--- config.mk ---
export PLATFORM = sky130hd
export DESIGN_NAME = lcd_map_scanner
export DESIGN_NICKNAME = d
export VERILOG_FILES = /design/src/rtl/lcd_pkg.sv /design/src/rtl/lcd_bus_writer.sv /design/src/rtl/lcd_map_scanner.sv
export SDC_FILE = /design/constraint.sdc
export NUM_CORES = 1
export LEC_CHECK = 0
export CORE_ASPECT_RATIO = 1.4
export CORE_UTILIZATION = 40
export CTS_CLUSTER_SIZE = 30
export DETAILED_ROUTE_END_ITERATION = 16
export PLACE_DENSITY = 0.7
export SLEW_MARGIN = 40
export SYNTH_ARGS = -nofsm -noshare
export SYNTH_HDL_FRONTEND = slang
export SYNTH_SLANG_ARGS = --single-unit
--- constraint.sdc ---
create_clock -name clk -period 5.1 [get_ports clk]
set_input_delay 1.53 -clock clk [delete_from_list [all_inputs] [get_ports clk]]
set_output_delay 1.53 -clock clk [all_outputs]
set_load 0.02 [all_outputs]
--- src/rtl/lcd_pkg.sv ---
// Shared LCD constants, sequencer state encoding and the window byte helper
// for the map-window scanner.
package lcd_pkg;

  localparam int SCR_W = 320;
  localparam int SCR_H = 480;

  localparam logic [7:0] CMD_CASET = 8'h2A;
  localparam logic [7:0] CMD_PASET = 8'h2B;
  localparam logic [7:0] CMD_RAMWR = 8'h2C;

  typedef enum logic [2:0] {
    ST_IDLE,
    ST_START,
    ST_CASET,
    ST_PASET,
    ST_RAMWR,
    ST_PFILL,
    ST_PIXEL,
    ST_FINISH
  } state_t;

  // Window parameter bytes go out as first_hi, first_lo, last_hi, last_lo.
  function automatic logic [7:0] win_byte(input logic [15:0] first,
                                          input logic [15:0] last,
                                          input logic [1:0]  idx);
    logic [7:0] b;
    b = 8'h00;
    case (idx)
      2'd0:    b = first[15:8];
      2'd1:    b = first[7:0];
      2'd2:    b = last[15:8];
      default: b = last[7:0];
    endcase
    return b;
  endfunction

endpackage

--- src/rtl/lcd_bus_writer.sv ---
// One 8080-style write: rs/db loaded on start, wr_n low WR_LOW cycles then
// high WR_HIGH cycles; done marks the final high cycle.
module lcd_bus_writer #(
  parameter int WR_LOW  = 2,
  parameter int WR_HIGH = 2
) (
  input  logic        clk,
  input  logic        rst_n,
  input  logic        start,
  input  logic        rs,
  input  logic [15:0] data,
  output logic        done,
  output logic        lcd_rs,
  output logic        lcd_wr_n,
  output logic [15:0] lcd_db
);

  localparam int WR_MAX = (WR_LOW > WR_HIGH) ? WR_LOW : WR_HIGH;
  localparam int CW     = (WR_MAX > 1) ? $clog2(WR_MAX) : 1;

  // Handshake: start is taken on any edge where it is high; the caller only
  // raises it while the writer is idle or in its done cycle, so writes chain
  // back-to-back with no gap.
  logic          active;
  logic          high_ph;
  logic [CW-1:0] cnt;

  assign done = active && high_ph && (cnt == CW'(WR_HIGH - 1));

  always_ff @(posedge clk or negedge rst_n) begin
    if (!rst_n) begin
      active   <= 1'b0;
      high_ph  <= 1'b0;
      cnt      <= '0;
      lcd_rs   <= 1'b1;
      lcd_wr_n <= 1'b1;
      lcd_db   <= 16'h0000;
    end else if (start) begin
      active   <= 1'b1;
      high_ph  <= 1'b0;
      cnt      <= '0;
      lcd_rs   <= rs;
      lcd_db   <= data;
      lcd_wr_n <= 1'b0;
    end else if (active) begin
      if (!high_ph) begin
        if (cnt == CW'(WR_LOW - 1)) begin
          high_ph  <= 1'b1;
          cnt      <= '0;
          lcd_wr_n <= 1'b1;
        end else begin
          cnt <= cnt + CW'(1);
        end
      end else if (cnt == CW'(WR_HIGH - 1)) begin
        active <= 1'b0;
      end else begin
        cnt <= cnt + CW'(1);
      end
    end
  end

endmodule

--- src/rtl/lcd_map_scanner.sv ---
// Frame sequencer: programs the LCD window, sends RAMWR, then raster-scans
// the renderer and streams its pixels through the shared bus writer.
module lcd_map_scanner
  import lcd_pkg::*;
#(
  parameter int X_LEN    = SCR_W,
  parameter int Y_START  = SCR_H / 2,
  parameter int Y_LEN    = SCR_H - SCR_H / 2,
  parameter int WR_LOW   = 2,
  parameter int WR_HIGH  = 2,
  parameter int PIPE_LAT = 1
) (
  input  logic        clk,
  input  logic        rst_n,
  input  logic        frame_req,
  output logic        busy,
  output logic        frame_done,
  output logic [8:0]  pixel_x,
  output logic [8:0]  pixel_y,
  input  logic [15:0] disp_data,
  output logic        lcd_cs_n,
  output logic        lcd_rs,
  output logic        lcd_wr_n,
  output logic        lcd_rd_n,
  output logic [15:0] lcd_db,
  output state_t      dbg_state
);

  localparam logic [8:0]  X_LAST  = 9'(X_LEN - 1);
  localparam logic [8:0]  Y_FIRST = 9'(Y_START);
  localparam logic [8:0]  Y_LAST  = 9'(Y_START + Y_LEN - 1);
  localparam logic [15:0] XW_LO   = 16'd0;
  localparam logic [15:0] XW_HI   = 16'(X_LEN - 1);
  localparam logic [15:0] YW_LO   = 16'(Y_START);
  localparam logic [15:0] YW_HI   = 16'(Y_START + Y_LEN - 1);
  localparam int          PLW     = (PIPE_LAT > 1) ? $clog2(PIPE_LAT) : 1;
  localparam logic [PLW-1:0] PL_LAST = PLW'(PIPE_LAT - 1);

  state_t         state;
  logic [1:0]     param_idx;
  logic           params_done;
  logic [PLW-1:0] fill_cnt;
  logic           last_issued;
  logic           wr_start;
  logic           wr_rs;
  logic [15:0]    wr_data;
  logic           wr_done;

  assign lcd_rd_n  = 1'b1;
  assign dbg_state = state;

  // Next write is chosen in the cycle the previous one finishes.
  always_comb begin
    wr_start = 1'b0;
    wr_rs    = 1'b1;
    wr_data  = 16'h0000;
    case (state)
      ST_START: begin
        wr_start = 1'b1;
        wr_rs    = 1'b0;
        wr_data  = {8'h00, CMD_CASET};
      end
      ST_CASET: if (wr_done) begin
        wr_start = 1'b1;
        if (params_done) begin
          wr_rs   = 1'b0;
          wr_data = {8'h00, CMD_PASET};
        end else begin
          wr_data = {8'h00, win_byte(XW_LO, XW_HI, param_idx)};
        end
      end
      ST_PASET: if (wr_done) begin
        wr_start = 1'b1;
        if (params_done) begin
          wr_rs   = 1'b0;
          wr_data = {8'h00, CMD_RAMWR};
        end else begin
          wr_data = {8'h00, win_byte(YW_LO, YW_HI, param_idx)};
        end
      end
      ST_PFILL: if (fill_cnt == PL_LAST) begin
        wr_start = 1'b1;
        wr_data  = disp_data;
      end
      ST_PIXEL: if (wr_done && !last_issued) begin
        wr_start = 1'b1;
        wr_data  = disp_data;
      end
      default: ;
    endcase
  end

  always_ff @(posedge clk or negedge rst_n) begin
    if (!rst_n) begin
      state       <= ST_IDLE;
      busy        <= 1'b0;
      frame_done  <= 1'b0;
      lcd_cs_n    <= 1'b1;
      pixel_x     <= 9'd0;
      pixel_y     <= Y_FIRST;
      param_idx   <= 2'd0;
      params_done <= 1'b0;
      fill_cnt    <= '0;
      last_issued <= 1'b0;
    end else begin
      frame_done <= 1'b0;
      case (state)
        ST_IDLE, ST_FINISH: begin
          if (frame_req) begin
            state    <= ST_START;
            busy     <= 1'b1;
            lcd_cs_n <= 1'b0;
          end else begin
            state <= ST_IDLE;
          end
        end
        ST_START: begin
          state       <= ST_CASET;
          param_idx   <= 2'd0;
          params_done <= 1'b0;
          last_issued <= 1'b0;
        end
        ST_CASET, ST_PASET: if (wr_done) begin
          if (params_done) begin
            state       <= (state == ST_CASET) ? ST_PASET : ST_RAMWR;
            params_done <= 1'b0;
            param_idx   <= 2'd0;
          end else begin
            param_idx <= param_idx + 2'd1;
            if (param_idx == 2'd3) params_done <= 1'b1;
          end
        end
        ST_RAMWR: if (wr_done) begin
          state    <= ST_PFILL;
          fill_cnt <= '0;
        end
        ST_PFILL: begin
          if (fill_cnt == PL_LAST) state <= ST_PIXEL;
          else fill_cnt <= fill_cnt + PLW'(1);
        end
        ST_PIXEL: if (wr_done && last_issued) begin
          state      <= ST_FINISH;
          busy       <= 1'b0;
          lcd_cs_n   <= 1'b1;
          frame_done <= 1'b1;
        end
        default: state <= ST_IDLE;
      endcase

      // Each pixel write launches with the coordinate stepping forward, so the
      // renderer works on the next pixel while this one is on the bus.
      if (wr_start && (state == ST_PFILL || state == ST_PIXEL)) begin
        if (pixel_x == X_LAST) begin
          pixel_x <= 9'd0;
          if (pixel_y == Y_LAST) begin
            pixel_y     <= Y_FIRST;
            last_issued <= 1'b1;
          end else begin
            pixel_y <= pixel_y + 9'd1;
          end
        end else begin
          pixel_x <= pixel_x + 9'd1;
        end
      end
    end
  end

  lcd_bus_writer #(
    .WR_LOW  (WR_LOW),
    .WR_HIGH (WR_HIGH)
  ) u_writer (
    .clk      (clk),
    .rst_n    (rst_n),
    .start    (wr_start),
    .rs       (wr_rs),
    .data     (wr_data),
    .done     (wr_done),
    .lcd_rs   (lcd_rs),
    .lcd_wr_n (lcd_wr_n),
    .lcd_db   (lcd_db)
  );

endmodule

==> results of run 1 <==
-- metal layers --
layer	track usage (%)	up-vias	wire, um
met5	0	-	0
met4	6.122	0	85
met3	3.230	7	216
met2	29.33	41	2625
met1	23.39	955	2420
li1	-	979	-
-- Yosys cell counts (3+ instances only) --
cell type | number | share of area (%)
nor2b_1 | 4 | 1.0
nor3_1 | 8 | 1.6
inv_1 | 9 | 1.4
nand4_1 | 5 | 1.3
clkbuf_1 | 5 | 0.75
mux2_1 | 3 | 1.4
mux2_2 | 3 | 1.4
o21ai_0 | 10 | 2.0
o31ai_1 | 3 | 0.90
a21oi_1 | 11 | 2.2
and3_1 | 4 | 1.0
ha_1 | 11 | 5.5
nand3_1 | 8 | 1.6
nor2_1 | 21 | 3.2
dfstp_2 | 7 | 7.4
buf_2 | 5 | 1.0
dfrtp_1 | 42 | 42
a22o_1 | 10 | 3.5
nand2_1 | 25 | 3.8
o41ai_1 | 3 | 1.1
a31oi_1 | 3 | 0.75
xnor2_1 | 6 | 2.1
buf_4 | 3 | 0.90
a221o_1 | 3 | 1.2
a21o_1 | 3 | 0.90
-- worst reg2reg max path: cells and delay by family (launching register included) --
family          cells  cell delay, ns
mux                 1            0.31
fa+ha+maj           1            0.44
buf+inv             1            0.11
simple gates        3            0.80
compound gates      1            0.52
flops               1            0.42
-- sequential cells by signal (all words and copies together) (netlist names) --
name               count
u_writer.lcd_rs        1
pixel_x                9
u_writer.active        1
busy                   1
frame_done             1
params_done            1
u_writer.lcd_wr_n      1
pixel_y                9
last_issued            1
param_idx              2
lcd_cs_n               1
u_writer.lcd_db       16
u_writer.cnt           1
u_writer.high_ph       1
dbg_state              3
-- final cells by class --
class                           count  area share (%)
Clock buffer                        6           2.245
Clock inverter                      2           1.084
Inverter                            9           1.045
Multi-Input combinational cell    172           35.99
Sequential cell                    49           38.20
Tap cell                           70           2.709
Timing Repair Buffer               61           18.73
-- cells by family (layout without fill, tap and decap cells) --
group                      count (synthesis)  count (layout)  share of synthesized area [%]
buffers and inverters                     22              78                          4.018
and+or+nand+nor                           89              89                          18.58
muxes                                      9               9                          4.118
AOI/OAI and AO/OA                         55              55                          15.57
xor gates and xnor gates                   7               7                          2.461
adders and majority gates                 11              11                          5.525
DFF                                       49              49                          49.57
other                                      1               1                         0.1505
-- where the power goes --
part           internal, mW  switching, mW  leakage, nW
combinational         0.222          0.303        0.725
sequential            0.459         0.0671        0.631
clock                 0.146          0.128       0.0552
-- stage by stage --
step	power (mW)	hold WS (ns)
2_1_floorplan	0.8742	0.5295
3_5_place_dp	1.060	0.4841
4_1_cts	1.335	0.5113
3_3_place_gp	1.047	0.4895
6_report	1.325	0.5109
5_1_grt	1.413	0.5306
-- worst paths after layout --
check / startpoint / to
max in group asynchronous: rst_n / u_writer.lcd_db[12]$_DFFE_PN0P_
min in group asynchronous: rst_n / pixel_y[2]$_DFFE_PN0P_
min reg2reg: u_writer.lcd_wr_n$_DFFE_PN1P_ / u_writer.lcd_wr_n$_DFFE_PN1P_
max reg2reg: dbg_state[0]$_DFFE_PN0P_ / pixel_y[4]$_DFFE_PN1P_
max: dbg_state[2]$_DFFE_PN0P_ / dbg_state[2]
min: u_writer.lcd_wr_n$_DFFE_PN1P_ / u_writer.lcd_wr_n$_DFFE_PN1P_
==> metrics.md, run 1 <==
| Metric | Value |
|---|---|
| Outcome | `finished, final reports clean` |
| Ys flop type | `dfrtp_1` |
| Maximum fanout along the worst path | `21` |
| Max-Cap Viols | `0` |
| Reg clk slew, reported paths | `0.08 ns` |
| Static Leakage | `1.411 nW` |
| Final #Nets | `328` |
| Hpwl dp | `3.820 mm` |
| Final hold viol count | `0` |
| Levels on crit path | `1` |
| WP data arrival | `1.74 ns` |
| Placed Instance Area | `3126 um^2` |
| Via density | `5.371` |
| Power density over the cells | `409.8 nW/um^2` |
| Starting DRT DRC Count | `78` |
| Core box area | `5946 um^2` |
| Multi-input logic area | `1164 um^2` |
| Final period util | `64.21%` |
| Final cell count without fillers | `369` |
| Number of setup buffers added after CTS | `0` |
| 1st-pass router iterations | `4` |
| Max stage delay on crit path | `0.73 ns` |
| Syn. warnings | `0` |
| Critical path, cell by cell | `clkdlybuf4s50_1` |
| Synthesized cell area | `2491 um^2` |
| Most frequent cells in the layout | `59 x clkdlybuf4s50_1, 42 x dfrtp_1, 25 x nand2_1, 21 x nor2_1` |
| Root Driver | `clkbuf_8` |
| TritonCTS clock tree | `built` |
| Hold buffers post-CTS | `0` |
| WS Path Type | `flip-flop to output pin` |
| Insertion delay to the later sink of the worst-skew pair | `0.30 ns` |
| Die X-Extent | `68.70 um` |
| Largest net degree at the start of global routing | `50` |
| DRT antenna net count | `0` |
| Placer Congestion | `0.7559` |
| Sequential standard cell area | `1235 um^2` |
| Synthesized instance count | `243` |
| Syn nets | `273` |
| Setup_tns | `0 ns` |
| Worst rel slew slack | `58.13%` |
| Most common cell after layout, fill and taps aside | `clkdlybuf4s50_1` |
| Worst Tran Pin Value | `0.6281 ns` |
| Worst reg2reg path depth | `7` |
| RSZ-0062 raised after global routing | `false` |
| Clock buffer depth | `2` |
| Num rows | `33` |
| Final setup viols | `0` |
| Setup crit end kind | `output pin` |
| Die Y | `95.38 um` |
| R2R Setup Slk | `2.44 ns` |
| First-pass GRT wire length | `8.818 mm` |
| Required @ worst endpoint | `3.57 ns` |
| Worst vdd ir | `0.3165 mV` |
| Antenna violations before repair | `0` |
| Pre-CTS setup slack | `2.161 ns` |
| Top Ports | `62` |
| Total Wirelength | `5.348 mm` |
| Worst path bufs/invs | `1` |
| Syn-to-layout area delta | `29.78%` |
| Post-synthesis register bit count | `49` |
| Syn Area/Cell | `10.25 um^2` |
| Avg WL per Cell | `14.49 um` |
| Synth cell types | `48` |
| All-layer global routing usage | `17.89%` |
| FILL cells | `565` |
| Fin worst setup slack | `1.826 ns` |
| Port bufs | `60` |
| Fraction of layout instances using a drive strength above 1 | `8.696%` |
| H-tree Lvls | `2` |
| Critical path startpoint category | `flip-flop` |
| DP Cell Count | `361` |
| Post-cts sizing count | `0` |
| Seq/Total Area, Yosys | `49.57%` |
| Post-synth EDFFs | `0` |
| Worst-case clock skew | `0.008328 ns` |
| HP Class | `flip-flop to flip-flop` |
| Ant diodes | `0` |
| Async S/R FF share, synth | `100.0%` |
| Vias in the first global route | `1928` |
| Fmax | `305.4 MHz` |
| CTS Buf Count | `5` |
| Vias | `1982` |
| Final Critical Period | `3.274 ns` |
| DR DRC count | `0` |
| Largest delay share family, worst path | `flip-flops` |
| Initial Util | `41.90%` |
| Remaining global-route overflow | `0` |
| Sink Count | `49` |
| Hold Path Stages | `2` |
| Cell area after layout | `3233 um^2` |
| Total die area | `6552 um^2` |
| Slew Viols, Final | `0` |
| Final Core Density | `54.38%` |
| CP max-delay cell | `dfrtp_1` |
No activity file was read; power rests on OpenSTA's default activity.
==> run 2: changes to the inputs <==
PLACE_DENSITY = 0.73   (was 0.7)
clock period = 2.7 ns   (was 5.1 ns; I/O delays follow)
==> run 2 against run 1 <==
Count of clock-buffer cells in the layout down 1. Via count up 2.8%. Sequential power up 88%. Wire length up 3.0%. Largest cell class unchanged. Highest routed layer unchanged.
==> metrics.md, run 2 (same netlist as run 1, synthesis figures left out) <==
| Metric | Value |
|---|---|
| Insertion delay to the later sink of the worst-skew pair | `0.30 ns` |
| Outcome | `finished, final reports clean` |
| Fmax | `434.6 MHz` |
| Crit. Startpoint | `pixel_y[7]$_DFFE_PN1P_` |
| Via density | `5.476` |
| Setup_tns | `0 ns` |
| Largest regs | `u_writer.lcd_db x16, pixel_x x9, pixel_y x9` |
| Final #Nets | `332` |
| Most common cell after layout, fill and taps aside | `clkdlybuf4s50_1` |
| Vias | `2037` |
| Hpwl dp | `4.000 mm` |
| Worst-case clock skew | `0.005915 ns` |
| Largest Register | `u_writer.lcd_db` |
| Final setup viols | `0` |
| GR peak layer | `met2` |
| Power density over the cells | `770.1 nW/um^2` |
| Placer Congestion | `0.7771` |
| Comb power frac | `40.4%` |
| First-pass GRT wire length | `9.149 mm` |
| Setup crit end kind | `output pin` |
| Psw | `0.9450 mW` |
| Total die area | `6552 um^2` |
| Reg clk slew, reported paths | `0.09 ns` |
| Met2 Use GR | `31.70%` |
| Initial Util | `41.90%` |
| FF-to-FF Start | `dbg_state[0]$_DFFE_PN0P_` |
| Number of setup buffers added after CTS | `0` |
| Worst reg2reg path depth | `7` |
| Final cell count without fillers | `372` |
| Worst Tran Pin Value | `0.5142 ns` |
| Final Critical Period | `2.301 ns` |
| Largest net degree at the start of global routing | `29` |
| Maximum fanout along the worst path | `4` |
| Max reg flops | `16` |
| Slew Viols, Final | `0` |
| Most frequent cells in the layout | `59 x clkdlybuf4s50_1, 42 x dfrtp_1, 25 x nand2_1, 21 x nor2_1` |
| Switching Fraction | `37.62%` |
| All-layer global routing usage | `18.86%` |
| Die Y | `95.38 um` |
| Worst vdd ir | `0.5129 mV` |
| Die X-Extent | `68.70 um` |
| WS Path Type | `flip-flop to output pin` |
| Required @ worst endpoint | `1.89 ns` |
| Syn-to-layout area delta | `30.94%` |
| Grt met3 use | `3.589%` |
| Sequential fraction of design power | `39.3%` |
| R2R Setup Slk | `0.46 ns` |
| Post-cts sizing count | `0` |
| Critical path, cell by cell | `clkdlybuf4s50_1` |
| Final period util | `85.23%` |
| Avg WL per Cell | `14.81 um` |
| Top Ports | `62` |
| Antenna violations before repair | `0` |
| Sink Count | `49` |
| DP Cell Count | `365` |
| Worst path bufs/invs | `1` |
| Pint | `1.567 mW` |
| WP data arrival | `1.49 ns` |
| Max-Cap Viols | `0` |
| CP max-delay cell | `clkdlybuf4s50_1` |
| TritonCTS clock tree | `built` |
| DRT antenna net count | `0` |
| Met1 GRT Util | `23.25%` |
| DR DRC count | `0` |
| Starting DRT DRC Count | `160` |
| CTS Buf Count | `5` |
| Max stage delay on crit path | `0.61 ns` |
| Largest delay share family, worst path | `buffers and inverters` |
| Ant diodes | `0` |
| H-tree Lvls | `2` |
| HP Class | `input pin to asynchronous set/reset pin` |
| Root Driver | `clkbuf_8` |
| Static Leakage | `1.433 nW` |
| 1st-pass router iterations | `4` |
| Total Wirelength | `5.509 mm` |
| Critical path startpoint category | `flip-flop` |
| Clock share of power | `20.2%` |
| Worst R2R End | `pixel_y[4]$_DFFE_PN1P_` |
| Vias in the first global route | `1992` |
| Core box area | `5946 um^2` |
| Port bufs | `60` |
| Worst rel slew slack | `65.72%` |
| Hold buffers post-CTS | `0` |
| Final hold viol count | `0` |
| Num rows | `33` |
| RSZ-0062 raised after global routing | `false` |
| Clock buffer depth | `2` |
| Remaining global-route overflow | `0` |
| Fraction of layout instances using a drive strength above 1 | `9.934%` |
==> run 2: cell count changes in the layout (fill, tap and decap cells not counted), sizes merged <==
cell,change
buf,+4
clkbuf,-1
==> run 2: how the worst max path moves through the flow <==
stage / endpoint / slack (ns) / depth (start not counted)
final: pixel_y[7] / 0.40 / 1
after global routing: pixel_y[8]$_DFFE_PN0P_ / 0.28 / 7
after CTS: pixel_y[7] / 0.39 / 1
after detailed placement: pixel_y[4]$_DFFE_PN1P_ / 0.46 / 7
after global placement: pixel_y[4]$_DFFE_PN1P_ / 0.55 / 7
after floorplan: u_writer.lcd_db[5]$_DFFE_PN0P_ / 0.78 / 7
==> run 2: routing by layer <==
metal,part of all wire (%),vias to the layer above
li1,-,986
met1,44,998
met2,50,47
met3,4.2,6
met4,1.7,0
met5,0,-
==> run 2: final cells by class <==
type	instances	area (um^2)
Clock inverter	2	35.03
Fill cell	561	2684
Sequential cell	49	1235
Inverter	9	33.78
Multi-Input combinational cell	172	1156
Clock buffer	5	68.82
Timing Repair Buffer	65	645.6
Tap cell	70	87.58
==> run 2: power by group through the flow <==
stage          Sequential, mW  Clock (mW)  Combinational, mW
2_1_floorplan            1.07           0              0.579
3_3_place_gp            0.994           0              0.999
3_5_place_dp             1.00           0               1.02
4_1_cts                 0.988       0.524               1.02
5_1_grt                  1.01       0.557               1.14
6_report                0.988       0.509               1.02
==> run 2: metrics by stage <==
stage,setup WS (ns),power (mW),hold WS [ns],util (%),area [um^2]
2_1_floorplan,0.7845,1.651,0.5144,-,2491
5_1_grt,0.2783,2.702,0.4973,54.86,3262
3_5_place_dp,0.4647,2.020,0.4904,53.11,3158
3_3_place_gp,0.5512,1.994,0.4892,53.11,3158
6_report,0.3989,2.512,0.4657,54.86,3262
4_1_cts,0.3871,2.536,0.4832,54.86,3262
